<file path="src/rtl/ps2_host_pkg.sv">
// Shared definitions for the PS/2 mouse host: sequencer states, device
// response codes and the initialisation command list.
package ps2_host_pkg;

  typedef enum logic [2:0] {
    SEND       = 3'd0,
    WAIT_ACK   = 3'd1,
    WAIT_BAT   = 3'd2,
    WAIT_ID0   = 3'd3,
    WAIT_DEVID = 3'd4,
    STREAM     = 3'd5,
    FAIL       = 3'd6
  } state_t;

  // Device responses
  localparam logic [7:0] RSP_ACK      = 8'hFA;
  localparam logic [7:0] RSP_RESEND   = 8'hFE;
  localparam logic [7:0] RSP_BAT_ERR  = 8'hFC;
  localparam logic [7:0] RSP_BAT_OK   = 8'hAA;
  localparam logic [7:0] DEV_ID_STD   = 8'h00;
  localparam logic [7:0] DEV_ID_WHEEL = 8'h03;

  // Positions in the init list that trigger special follow-up handling
  localparam int         INIT_LEN   = 9;
  localparam logic [3:0] IDX_RESET  = 4'd0;  // FF: followed by AA, 00
  localparam logic [3:0] IDX_GET_ID = 4'd7;  // F2: followed by device ID
  localparam logic [3:0] IDX_ENABLE = 4'd8;  // F4: last command, then stream

  // Reset, the 200/100/80 sample-rate knock that unlocks the wheel,
  // read ID, enable data reporting.
  function automatic logic [7:0] init_cmd(input logic [3:0] i);
    case (i)
      4'd0:    return 8'hFF;
      4'd1:    return 8'hF3;
      4'd2:    return 8'hC8;
      4'd3:    return 8'hF3;
      4'd4:    return 8'h64;
      4'd5:    return 8'hF3;
      4'd6:    return 8'h50;
      4'd7:    return 8'hF2;
      4'd8:    return 8'hF4;
      default: return 8'hFF;
    endcase
  endfunction

endpackage

</file>
<file path="src/rtl/ps2_pkt_assembler.sv">
// Collects stream-mode bytes into 3- or 4-byte mouse packets, resyncing on
// a byte 0 without the always-one bit 3, on receive errors and on long gaps.
module ps2_pkt_assembler
  import ps2_host_pkg::*;
#(
  parameter int GAP_CYCLES = 50000,
  parameter int TW         = 16
) (
  input  logic          clk,
  input  logic          rst,
  input  logic          en,
  input  logic          wheel,
  input  logic [7:0]    rx_data,
  input  logic          rx_valid,
  input  logic          rx_err,
  input  logic [TW-1:0] timer,
  output logic [31:0]   pkt,
  output logic          pkt_valid
);

  logic [1:0] cnt;
  logic [1:0] eff_cnt;
  logic [1:0] last;
  logic       gap_hit;
  logic       take;
  logic [7:0] b0, b1, b2;

  // A partial packet that has sat idle too long is abandoned; a byte that
  // arrives right at the limit is treated as the first of a new packet.
  assign gap_hit = (cnt != 2'd0) && (timer >= TW'(GAP_CYCLES));
  assign eff_cnt = gap_hit ? 2'd0 : cnt;
  assign last    = wheel ? 2'd3 : 2'd2;
  assign take    = en && rx_valid && !rx_err && ((eff_cnt != 2'd0) || rx_data[3]);

  // Byte counter, packet output register and completion strobe
  always_ff @(posedge clk or posedge rst) begin
    if (rst) begin
      cnt       <= 2'd0;
      pkt       <= 32'h0;
      pkt_valid <= 1'b0;
    end else begin
      pkt_valid <= 1'b0;
      if (!en || (rx_valid && rx_err)) begin
        cnt <= 2'd0;
      end else if (take) begin
        if (eff_cnt == last) begin
          pkt       <= wheel ? {rx_data, b2, b1, b0} : {8'h00, rx_data, b1, b0};
          pkt_valid <= 1'b1;
          cnt       <= 2'd0;
        end else begin
          cnt <= eff_cnt + 2'd1;
        end
      end else if (rx_valid || gap_hit) begin
        cnt <= 2'd0;
      end
    end
  end

  // Leading byte holding registers; only meaningful while cnt says so
  always_ff @(posedge clk) begin
    if (take) begin
      case (eff_cnt)
        2'd0:    b0 <= rx_data;
        2'd1:    b1 <= rx_data;
        2'd2:    b2 <= rx_data;
        default: ;
      endcase
    end
  end

endmodule

</file>
<file path="src/rtl/ps2_mouse_sequencer.sv">
// PS/2 mouse host sequencer: runs the wheel-detect init sequence over a
// byte-level PHY with ack/resend/timeout handling, then hands received
// bytes to the packet assembler.
module ps2_mouse_sequencer
  import ps2_host_pkg::*;
#(
  parameter int TIMEOUT_CYCLES = 2500000,
  parameter int BAT_CYCLES     = 25000000,
  parameter int GAP_CYCLES     = 50000,
  parameter int MAX_RETRY      = 3
) (
  input  logic        clk,
  input  logic        rst,
  output logic [7:0]  tx_data,
  output logic        tx_valid,
  input  logic        tx_ready,
  input  logic [7:0]  rx_data,
  input  logic        rx_valid,
  input  logic        rx_err,
  input  logic        restart,
  output logic [31:0] pkt,
  output logic        pkt_valid,
  output logic        wheel_present,
  output logic        init_done,
  output logic        init_fail
);

  // One timer serves response, self-test and packet-gap timing
  localparam int TMAX_A = (TIMEOUT_CYCLES > BAT_CYCLES) ? TIMEOUT_CYCLES : BAT_CYCLES;
  localparam int TMAX   = (TMAX_A > GAP_CYCLES) ? TMAX_A : GAP_CYCLES;
  localparam int TW     = $clog2(TMAX + 1);
  localparam int RW     = (MAX_RETRY > 1) ? $clog2(MAX_RETRY) : 1;

  state_t        state;
  logic [3:0]    idx;
  logic [RW-1:0] retry;
  logic [TW-1:0] timer;

  logic          tmo_resp;
  logic          tmo_bat;
  logic          err_ev;
  logic          resend_ev;
  logic          retry_full;
  logic [3:0]    retry_idx;
  logic [3:0]    idx_next;

  assign tmo_resp   = (timer >= TW'(TIMEOUT_CYCLES));
  assign tmo_bat    = (timer >= TW'(BAT_CYCLES));
  assign retry_full = (retry >= RW'(MAX_RETRY - 1));
  assign retry_idx  = resend_ev ? idx : IDX_RESET;
  assign idx_next   = idx + 4'd1;

  // Classify this cycle's response: resend request, or a failure that
  // restarts the sequence from the reset command. A byte arriving in the
  // same cycle as a timeout takes precedence over the timeout.
  always_comb begin
    err_ev    = 1'b0;
    resend_ev = 1'b0;
    case (state)
      WAIT_ACK: begin
        if (rx_valid) begin
          if (rx_err)                      err_ev    = 1'b1;
          else if (rx_data == RSP_RESEND)  resend_ev = 1'b1;
          else if (rx_data != RSP_ACK)     err_ev    = 1'b1;
        end else begin
          err_ev = tmo_resp;
        end
      end
      WAIT_BAT: begin
        if (rx_valid) err_ev = rx_err || (rx_data == RSP_BAT_ERR) || (rx_data != RSP_BAT_OK);
        else          err_ev = tmo_bat;
      end
      WAIT_ID0: begin
        if (rx_valid) err_ev = rx_err || (rx_data != DEV_ID_STD);
        else          err_ev = tmo_resp;
      end
      WAIT_DEVID: begin
        if (rx_valid) err_ev = rx_err || ((rx_data != DEV_ID_STD) && (rx_data != DEV_ID_WHEEL));
        else          err_ev = tmo_resp;
      end
      default: ;
    endcase
  end

  // Init sequencer with registered PHY handshake and status outputs
  always_ff @(posedge clk or posedge rst) begin
    if (rst) begin
      state         <= SEND;
      idx           <= IDX_RESET;
      retry         <= '0;
      timer         <= '0;
      tx_valid      <= 1'b0;
      tx_data       <= 8'h00;
      init_done     <= 1'b0;
      init_fail     <= 1'b0;
      wheel_present <= 1'b0;
    end else if (restart) begin
      // tx_valid goes straight to 1 so a pending offer never drops
      state         <= SEND;
      idx           <= IDX_RESET;
      retry         <= '0;
      timer         <= '0;
      tx_valid      <= 1'b1;
      tx_data       <= init_cmd(IDX_RESET);
      init_done     <= 1'b0;
      init_fail     <= 1'b0;
      wheel_present <= 1'b0;
    end else begin
      if (rx_valid && (state != SEND)) timer <= '0;
      else if (timer != '1)            timer <= timer + 1'b1;

      if (err_ev || resend_ev) begin
        timer <= '0;
        if (retry_full) begin
          state     <= FAIL;
          tx_valid  <= 1'b0;
          init_fail <= 1'b1;
        end else begin
          retry    <= retry + 1'b1;
          idx      <= retry_idx;
          state    <= SEND;
          tx_valid <= 1'b1;
          tx_data  <= init_cmd(retry_idx);
        end
      end else begin
        case (state)
          SEND: begin
            tx_valid <= 1'b1;
            tx_data  <= init_cmd(idx);
            if (tx_valid && tx_ready) begin
              state    <= WAIT_ACK;
              tx_valid <= 1'b0;
              timer    <= '0;
            end
          end
          WAIT_ACK: begin
            if (rx_valid) begin
              if (idx == IDX_RESET) begin
                state <= WAIT_BAT;
              end else if (idx == IDX_GET_ID) begin
                state <= WAIT_DEVID;
              end else if (idx == IDX_ENABLE) begin
                state     <= STREAM;
                init_done <= 1'b1;
              end else begin
                idx      <= idx_next;
                state    <= SEND;
                tx_valid <= 1'b1;
                tx_data  <= init_cmd(idx_next);
              end
            end
          end
          WAIT_BAT: begin
            if (rx_valid) state <= WAIT_ID0;
          end
          WAIT_ID0: begin
            if (rx_valid) begin
              idx      <= 4'd1;
              state    <= SEND;
              tx_valid <= 1'b1;
              tx_data  <= init_cmd(4'd1);
            end
          end
          WAIT_DEVID: begin
            if (rx_valid) begin
              wheel_present <= (rx_data == DEV_ID_WHEEL);
              idx           <= IDX_ENABLE;
              state         <= SEND;
              tx_valid      <= 1'b1;
              tx_data       <= init_cmd(IDX_ENABLE);
            end
          end
          STREAM: ;
          FAIL: begin
            tx_valid <= 1'b0;
          end
          default: begin
            state <= SEND;
          end
        endcase
      end
    end
  end

  ps2_pkt_assembler #(
    .GAP_CYCLES (GAP_CYCLES),
    .TW         (TW)
  ) u_asm (
    .clk       (clk),
    .rst       (rst),
    .en        (state == STREAM),
    .wheel     (wheel_present),
    .rx_data   (rx_data),
    .rx_valid  (rx_valid),
    .rx_err    (rx_err),
    .timer     (timer),
    .pkt       (pkt),
    .pkt_valid (pkt_valid)
  );

endmodule

</file>
<file path="config.mk">
export PLATFORM = sky130hd
export DESIGN_NAME = ps2_mouse_sequencer
export DESIGN_NICKNAME = d
export VERILOG_FILES = /design/src/rtl/ps2_host_pkg.sv /design/src/rtl/ps2_pkt_assembler.sv /design/src/rtl/ps2_mouse_sequencer.sv
export SDC_FILE = /design/constraint.sdc
export NUM_CORES = 1
export LEC_CHECK = 0
export CORE_MARGIN = 2
export CORE_UTILIZATION = 53
export CTS_BUF_LIST = sky130_fd_sc_hd__clkbuf_8
export DETAILED_ROUTE_END_ITERATION = 7
export HOLD_SLACK_MARGIN = 0.03
export MAX_ROUTING_LAYER = met4
export PLACE_DENSITY_LB_ADDON = 0.2
export REMOVE_ABC_BUFFERS = 1
export SYNTH_ARGS = -nofsm -noshare
export SYNTH_HDL_FRONTEND = slang
export SYNTH_SLANG_ARGS = --single-unit
</file>
<file path="constraint.sdc">
create_clock -name clk -period 3.1 [get_ports clk]
set_input_delay 0.62 -clock clk [delete_from_list [all_inputs] [get_ports clk]]
set_output_delay 0.62 -clock clk [all_outputs]
set_load 0.03 [all_outputs]
</file>
======== Yosys cells after proc, flatten, opt, wreduce, memory -nomap -nowiden ========
Memories as Yosys holds them, arrays and structs flattened.
Cells that the tools add are included.
Widths: inputs -> output; s select.
storage, ports and cells
  bits in registers ....................... 105
  bits in read-only memories .............. 336
  input bits .............................. 14
  output and inout port bits .............. 45
  word-level logic and storage cells ...... 196
  memories ................................ 3
memories
  name              words  bits a word  rd ports  clocked after memory_dff  wr ports  line                source
  (name not given)  16     7            1         0                         0         ps2_host_pkg.sv:32  case (i)
  (name not given)  16     7            1         0                         0         ps2_host_pkg.sv:32
  (name not given)  16     7            1         0                         0         ps2_host_pkg.sv:32
operators by class
  $add $sub $neg .......................... 4
  $lt $le $gt $ge ......................... 4
  equality and inequality tests ........... 33
  mux-type cells .......................... 87
  bitwise logic cells ..................... 1
  reductions and logical operators ........ 49
operator list
  cell                   count
  $mux 25                6
  $mux 8                 9
  $mux 4                 10
  $mux 1                 38
  $mux 32                1
  $ne 4x4->1 const B     8
  $pmux 8 s4             1
  $mux 3                 10
  $add 25x1->25 const B  1
  $ge 25x16->1 const B   1
  $ge 25x22->1 const B   1
  $ge 25x25->1 const B   1
  $ne 25x25->1 const B   1
  $eq 8x8->1 const B     2
  $mux 2                 8
  $ne 8x8->1 const B     2
  $reduce_and 8->1       2
  $reduce_bool 2->1      8
  $pmux 3 s5             1
  $pmux 4 s3             1
  $reduce_and 6->1       2
  $reduce_bool 6->1      2
  $reduce_and 2->1       5
  $eq 3x3->1 const B     3
  30 further kinds       54

======== Longest topological paths before layout ========
An unclocked memory read counts as a cell.
  depth after elaboration ................. 10
  mapped depth ............................ 16
  depth with buffers taken out ............ 13

======== Modules after synthesis ========
A second synthesis with hierarchy kept.
second synthesis, totals
  cells, all modules ...................... 543
  area, all modules ....................... 5667.9 µm²
by module, submodules not included
  module               instances  cells each  area an instance (µm²)  sequential area each (µm²)
  ps2_mouse_sequencer  1          378         3205.6                  1151.1
  ps2_pkt_assembler    1          165         2462.4                  1596.5

======== Worst setup path after synthesis ========
Ideal clock, no wire load.
  path type ............................... flip-flop to flip-flop
  from .................................... reg timer[17]
  to ...................................... reg u_asm.pkt[27]
  setup time .............................. 136 ps
  data arrival time ....................... 2828 ps
  data required time ...................... 2964 ps
  setup slack ............................. 136 ps
  stages on the path, launching flop included .. 17
  path buffers ............................ 3
  period minus slack after synthesis ...... 2964 ps
  cells stage by stage .................... dfrtp_1 > clkbuf_1 > nor3_1 > nand4_1 > a31oi_1 > o41a_1 > and2_1 > inv_1 > ha_1 > inv_1 > o21ai_0 > nor3_1 > nand4_1 > buf_2 > clkbuf_1 > nand2_1 > o21ai_0
between the ends
  cells in the longest elaborated chain, start to end .. 7
  elaborated cells between the ends (all ways) .. 8
  those cells by class .................... order compare: 1; eq/ne: 1; mux: 1; reduce/logical: 5
ends and longest elaborated chain
  element                              line                        source
  start: declaration                   ps2_mouse_sequencer.sv:37   logic [TW-1:0] timer;
  start signal: assignment             ps2_mouse_sequencer.sv:110  else if (timer != '1) timer <= timer + 1'b1;
  $ge 25x16->1 *                       ps2_pkt_assembler.sv:30     assign gap_hit = (cnt != 2'd0) && (timer >= TW'(GAP_CYCLES));
  $logic_and 1x1->1 *                  ps2_pkt_assembler.sv:30
  $mux 2 *                             ps2_pkt_assembler.sv:31     assign eff_cnt = gap_hit ? 2'd0 : cnt;
  $reduce_bool 2->1                    ps2_pkt_assembler.sv:33     assign take = en && rx_valid && !rx_err && ((eff_cnt != 2'd0) || rx_data[3]);
  $logic_or 1x1->1                     ps2_pkt_assembler.sv:33
  $logic_and 1x1->1                    ps2_pkt_assembler.sv:33
  $reduce_and 3->1 (no source line) *  n/a
  end signal: assignment               ps2_pkt_assembler.sv:47     pkt <= wheel ? {rx_data, b2, b1, b0} : {8'h00, rx_data, b1, b0};
  end: declaration                     ps2_pkt_assembler.sv:17     output logic [31:0] pkt,
Mark *: on every way between the ends. The rest lies on a longest branch, timed or not.
A chain may end at the register's enable or synchronous reset.

======== Worst setup path after layout ========
  from .................................... in rx_valid
  to ...................................... reg tx_data[1]
between the ends
  cells in the longest elaborated chain, start to end .. 7
  elaborated cells between the ends (all ways) .. 22
  those cells by class .................... eq/ne: 7; mux: 11; reduce/logical: 3; memory: 1
ends and longest elaborated chain
  element                 line                        source
  start: declaration      ps2_mouse_sequencer.sv:18   input logic rx_valid,
  $mux 1                  ps2_mouse_sequencer.sv:61   if (rx_valid) begin
  $mux 1                  ps2_mouse_sequencer.sv:59   case (state)
  $mux 4                  ps2_mouse_sequencer.sv:50   assign retry_idx = resend_ev ? idx : IDX_RESET;
  $mem_v2 16x7            n/a
  $mux 8                  ps2_mouse_sequencer.sv:114  if (retry_full) begin
  $mux 8                  ps2_mouse_sequencer.sv:112  if (err_ev || resend_ev) begin
  $mux 8                  ps2_mouse_sequencer.sv:97   end else if (restart) begin
  end signal: assignment  ps2_mouse_sequencer.sv:104  tx_data <= init_cmd(IDX_RESET);
  end signal: assignment  ps2_mouse_sequencer.sv:123  tx_data <= init_cmd(retry_idx);
  end signal: assignment  ps2_mouse_sequencer.sv:129  tx_data <= init_cmd(idx);
  end: declaration        ps2_mouse_sequencer.sv:14   output logic [7:0] tx_data,
Several ways; a longest one is shown, not always the timed one. The select of a mux whose other input is x is not followed.

==> run metrics <==
Worst-Skew Late Latency=roughly 400 ps; Adder-Cell Fraction of Synth Area=2.45%; max-slew violation count=0; H-tree Lvls=3; Switching Share=between 30% and 40%; Num CTS Buffers=9; Final Setup Violations=0; clk sink count=approximately 110; Comb pwr share=~30%; clock-pin slew on the worst setup and hold paths=approximately 110 ps; Final Hold Fails=0; Main synth FF type=dfrtp_1; Die H=~110 um; Nets=700; top cells by count, synth=81 x dfrtp_1, 59 x nand2_1, 59 x nor2_1; Overall Power=3370 uW; max incr delay on CP=around 550 ps; Compound-Gate Fraction of Synth Area=between 10 and 15%; internal power=2200 uW; drt pass-1 iters=7; Sw Pwr=1170 uW; largest family of logic cells by synthesized area=simple AND/OR/NAND/NOR gates; Synth-to-Final Area Change=23.6%; R2R Path Start=timer[2]$_DFF_PP0_; ANT cells=0; Syn Inst Count=580; Yosys top cell by area=dfrtp_1; CP Launch Type=input pin; r2r endpoint=u_asm.pkt[10]$_DFFE_PP0P_; max frequency=332 MHz; first-pass GRT wire length=between 20000 and 25000 um; FP Rows=37; GRT Overall Usage=25.9%; synth warn=0; post-synthesis sequential area ratio=between 40% and 50%; I/O pin total=59; DIE WIDTH=between 100 and 150 um; DIE AREA=approximately 0.011 mm2; Routed WL=13900 um; DRT antenna net count=0; status=finished clean; Register-to-Register Path Depth=14; Cell Area, Synth=about 0.0056 mm2; largest net degree at the start of global routing=50; syn avg cell area=just under 10 um2; DR vias=around 4700; Worst Hold Class=reg -> reg; Seq pwr share=a little under half; R2R Setup Slk=around 170 ps; critical-path cell list=clkdlybuf4s50_1, nor2b_1, nand3_1, buf_4, o41ai_1, a21oi_2, a2111o_1, a21oi_4, mux2_2; synthesis-stage register bit count=approximately 110; DRC violations left=0; post-synthesis xor/xnor area fraction=4.36%; PwrDens=485 mW/mm2; mux contribution to synthesized area=6.57%; CP Capture Point=tx_data[1]$_DFFE_PP0P_; RePlAce Congestion=0.913; clock skew=14.8 ps; Detail Placement HPWL=9820 um; layout cell share with drive strength beyond 1=16.5%; area of the core=0.0103 mm2; worst hold slack=between 400 and 500 ps; Critical Path RT=approximately 3400 ps; setup ws final=~92 ps; CP max stage cell=clkdlybuf4s50_1; MaxCap Viol Count=0; top cells by area, synth=dfrtp_1 36%, edfxtp_1 13%, mux2_2 4.6%, nand2_1 3.9%, nor2_1 3.9%; Via density=5.81; WHS Path Cells=1; Root Driver=clkbuf_8; WL per Instance=17.1 um; post-placement cell count=roughly 800; initial cell density of the core=between 50% and 60%; GR Overflow Total=0; share of total power in the clock network=between 20% and 30%; Critical Path AT=3300 ps; initial DRC count=506; dpl ws=-300 ps; Worst setup startpoint=rx_valid; Period Utilization, post-route=approximately 97%; CP Class=in -> reg; CTS tree=yes; CP Max Fanout=7; antenna violations before repair=0; Synth top area share=between 30% and 40%; slew margin rel.=a little under half; Netlist cell types=67; Post-synth EDFFs=24; I/O Buffers=58; post-synthesis async set-or-reset flop share=77.1%; Critical Path End Type=register; minimum clock period=approximately 3000 ps; most common cell in the netlist=dfrtp_1; Simple-Gate Fraction of Synth Area=18.7%; maximum vdd ir drop=about 240 uV; Max Root-Sink Buffers=2; number of global-route vias before repair=between 4000 and 5000; fin cells=816; leak pwr=0.00288 uW; Worst Tran Pin Value=801 ps
[power by group through the flow]
stage	logic [uW]	registers (uW)	clock network, uW
floorplan	499	1610	0
CTS	988	1520	862
global placement	968	1550	0
global route	1100	1530	924
finish	1000	1520	847
detailed placement	982	1550	0
[layout make-up]
| class | count | area [um2] |
|---|---|---|
| flip-flops and latches | 105 | 2750 |
| inverters | 27 | 103 |
| multi-input cells | 413 | 2630 |
| fillers | 800 | 3380 |
| repair buffers | 119 | 1100 |
| well taps | 136 | 170 |
| clock buffers | 9 | 124 |
| clock inverters | 7 | 71.3 |
[through the flow]
stage	cell area, um2	util, %	setup TNS, ps
final	6950	67.3	0
after global routing	6950	67.3	-53.4
after CTS	6860	66.5	0
after detailed placement	6670	64.6	-4220
after global placement	6670	64.6	-2450
after floorplan	5460	-	-22860
[per-layer routing]
layer / share of wire [%] / track usage [%] / vias up
met1: 45 / 35.2 / 2275
met5: 0 / - / -
met3: 5.8 / 4.62 / 22
li1: - / - / 2263
met2: 47 / 39.9 / 184
met4: 1.6 / 8.35 / 0
[timing repair]
action | CTS | global route
setup buffers | 0 | 2
cloned | 0 | 2
hold buffers | 0 | 0
setup endpoints to repair | 16 | 62
gates resized for setup | 2 | 6
pin swaps | 0 | 2
[critical path, delay by kind of cell]
family                 cells  cell delay [ps]
AOI/OAI and AO/OA          4             1240
buffers and inverters      2              720
muxes                      1              380
and+or+nand+nor            2              340
[layout by cell type (no fill, tap or decap), types with 23 or more instances in the layout]
cell type and n:
a21oi_1 24, buf_4 57, clkdlybuf4s50_1 58, dfrtp_1 81, edfxtp_1 24, inv_1 25
mux2_2 23, nand2_1 59, nor2_1 59, o21ai_0 38
[how the worst min path moves through the flow]
stage | start | slack, ps | end
CTS | u_asm.b0[2]$_DFFE_PP_ | 490 | u_asm.pkt[2]$_DFFE_PP0P_
global route | u_asm.b0[7]$_DFFE_PP_ | 510 | u_asm.pkt[7]$_DFFE_PP0P_
floorplan | u_asm.b0[0]$_DFFE_PP_ | 460 | u_asm.pkt[0]$_DFFE_PP0P_
detailed placement | u_asm.b1[7]$_DFFE_PP_ | 470 | u_asm.pkt[15]$_DFFE_PP0P_
global placement | u_asm.b0[5]$_DFFE_PP_ | 460 | u_asm.pkt[5]$_DFFE_PP0P_
finish | u_asm.b1[7]$_DFFE_PP_ | 490 | u_asm.pkt[15]$_DFFE_PP0P_
[cells by family (layout without fill, tap and decap cells)]
kind of cell | count (synthesis) | after routing
AO/OA/AOI/OAI | 123 | 123
XOR/XNOR | 28 | 28
adder cells (fa/ha/maj) | 11 | 11
buffers and inverters | 62 | 162
flip-flops | 105 | 105
multiplexers | 34 | 34
AND/OR/NAND/NOR | 217 | 217
[registers in the layout, indices dropped and copies added (netlist names)]
register         count
u_asm.cnt            2
u_asm.pkt           32
timer               25
u_asm.b2             8
u_asm.b1             8
retry                2
init_done            1
u_asm.b0             8
wheel_present        1
tx_data              8
tx_valid             1
u_asm.pkt_valid      1
state                3
idx                  4
init_fail            1
Power figures use the tool's default switching activity.
==> RTL change (same settings) <==
One comparison of `idx` changes from == to >=.
--- a/src/rtl/ps2_mouse_sequencer.sv
+++ b/src/rtl/ps2_mouse_sequencer.sv
@@ -139,7 +139,7 @@
                 state <= WAIT_BAT;
               end else if (idx == IDX_GET_ID) begin
                 state <= WAIT_DEVID;
-              end else if (idx == IDX_ENABLE) begin
+              end else if (idx >= IDX_ENABLE) begin
                 state     <= STREAM;
                 init_done <= 1'b1;
               end else begin
Check against the original RTL: no difference found for any inputs over 10 cycles, from zero or initial values and one cycle with rst high; that may be too few to reach the edited logic, so the function may still have changed.
==> RTL change against the unedited design <==
- sequential cell count stayed put
- synthesized area is 0.94% higher
- register-to-register slack better by 0.06 ns
- core utilization is 3.1 points lower
- final area is 4.2% lower
- non-clock buffer count is 30 lower
- combinational power is 4% higher
- setup slack better by 0.13 ns
- via count is 1.2% lower
- power is 1.4% lower
- routed wire length is 8.5% lower
==> RTL change: results (changes against the unedited design) <==
outcome finished clean; crit-path max cell delay 0.47 ns (-0.08 ns); Skew-Pair Late Insertion Delay 0.37 ns (-0.03 ns); Non-clk bufs 89 (-25%); fillers 863 (+7.9%); layout cells sized above 1 9.69% (-6.8 points); Min-Delay Path Depth 2 (+1); Final Worst Setup Slack 0.226 ns (+0.134 ns); metal2 WL 6000 µm (-9.0%); total track usage 24.2% (-1.7 points); ClkCell Share 2.48% (-0.33 points); wire per inst 15.6 µm (-8.6%); area share of xor/xnor cells in the synthesized design 4.63% (+0.27 points); largest net degree at the start of global routing 49 (-2.0%); hold path endpoint u_asm.pkt[11]; ranking of synthesized cells by area dfrtp_1 (36%), edfxtp_1 (13%), nand2_1 (6.9%); met2 Use GR 36.6% (-3.3 points); Post-DP Area 6490 µm² (-2.7%); adder-cell share of the synthesized area 2.65% (+0.20 points); routed wl met3 865 µm (+7.6%); met3 GRT Util 5.27% (+0.65 points); Data arrival, critical path 3.11 ns (-0.19 ns); Iter 0 DRT Violations 314 (-38%); Multi-input gate area 2650 µm² (+0.52%); CTS resizes 0 (-2); skew final 0.0116 ns (-0.00321 ns); Nets 702 (+0.29%); final wirelength 12800 µm (-8.5%)
==> RTL change: changes by cell type after synthesis, moves of 6 or more <==
cell / unedited run / this run
xnor2_1: 17 / 10
nand2_1: 59 / 105
nor4_1: 14 / 5
o21ai_0: 40 / 32
nor2_1: 59 / 65
xor2_1: 11 / 20
mux2_2: 23 / 3
==> RTL change: cell families after synthesis <==
logic type / after synthesis
XOR/XNOR: 30
multiplexers: 20
AND/OR/NAND/NOR: 286
flip-flops: 105
buffers and inverters: 62
AO/OA/AOI/OAI: 101
adder cells (fa/ha/maj): 12
==> RTL change: where the power goes <==
| part | switching, mW | total [mW] | internal [mW] |
|---|---|---|---|
| Clock | 0.460 | 0.747 | 0.287 |
| Sequential | 0.0662 | 1.54 | 1.47 |
| Combinational | 0.614 | 1.04 | 0.425 |
| Total | 1.14 | 3.32 | 2.18 |
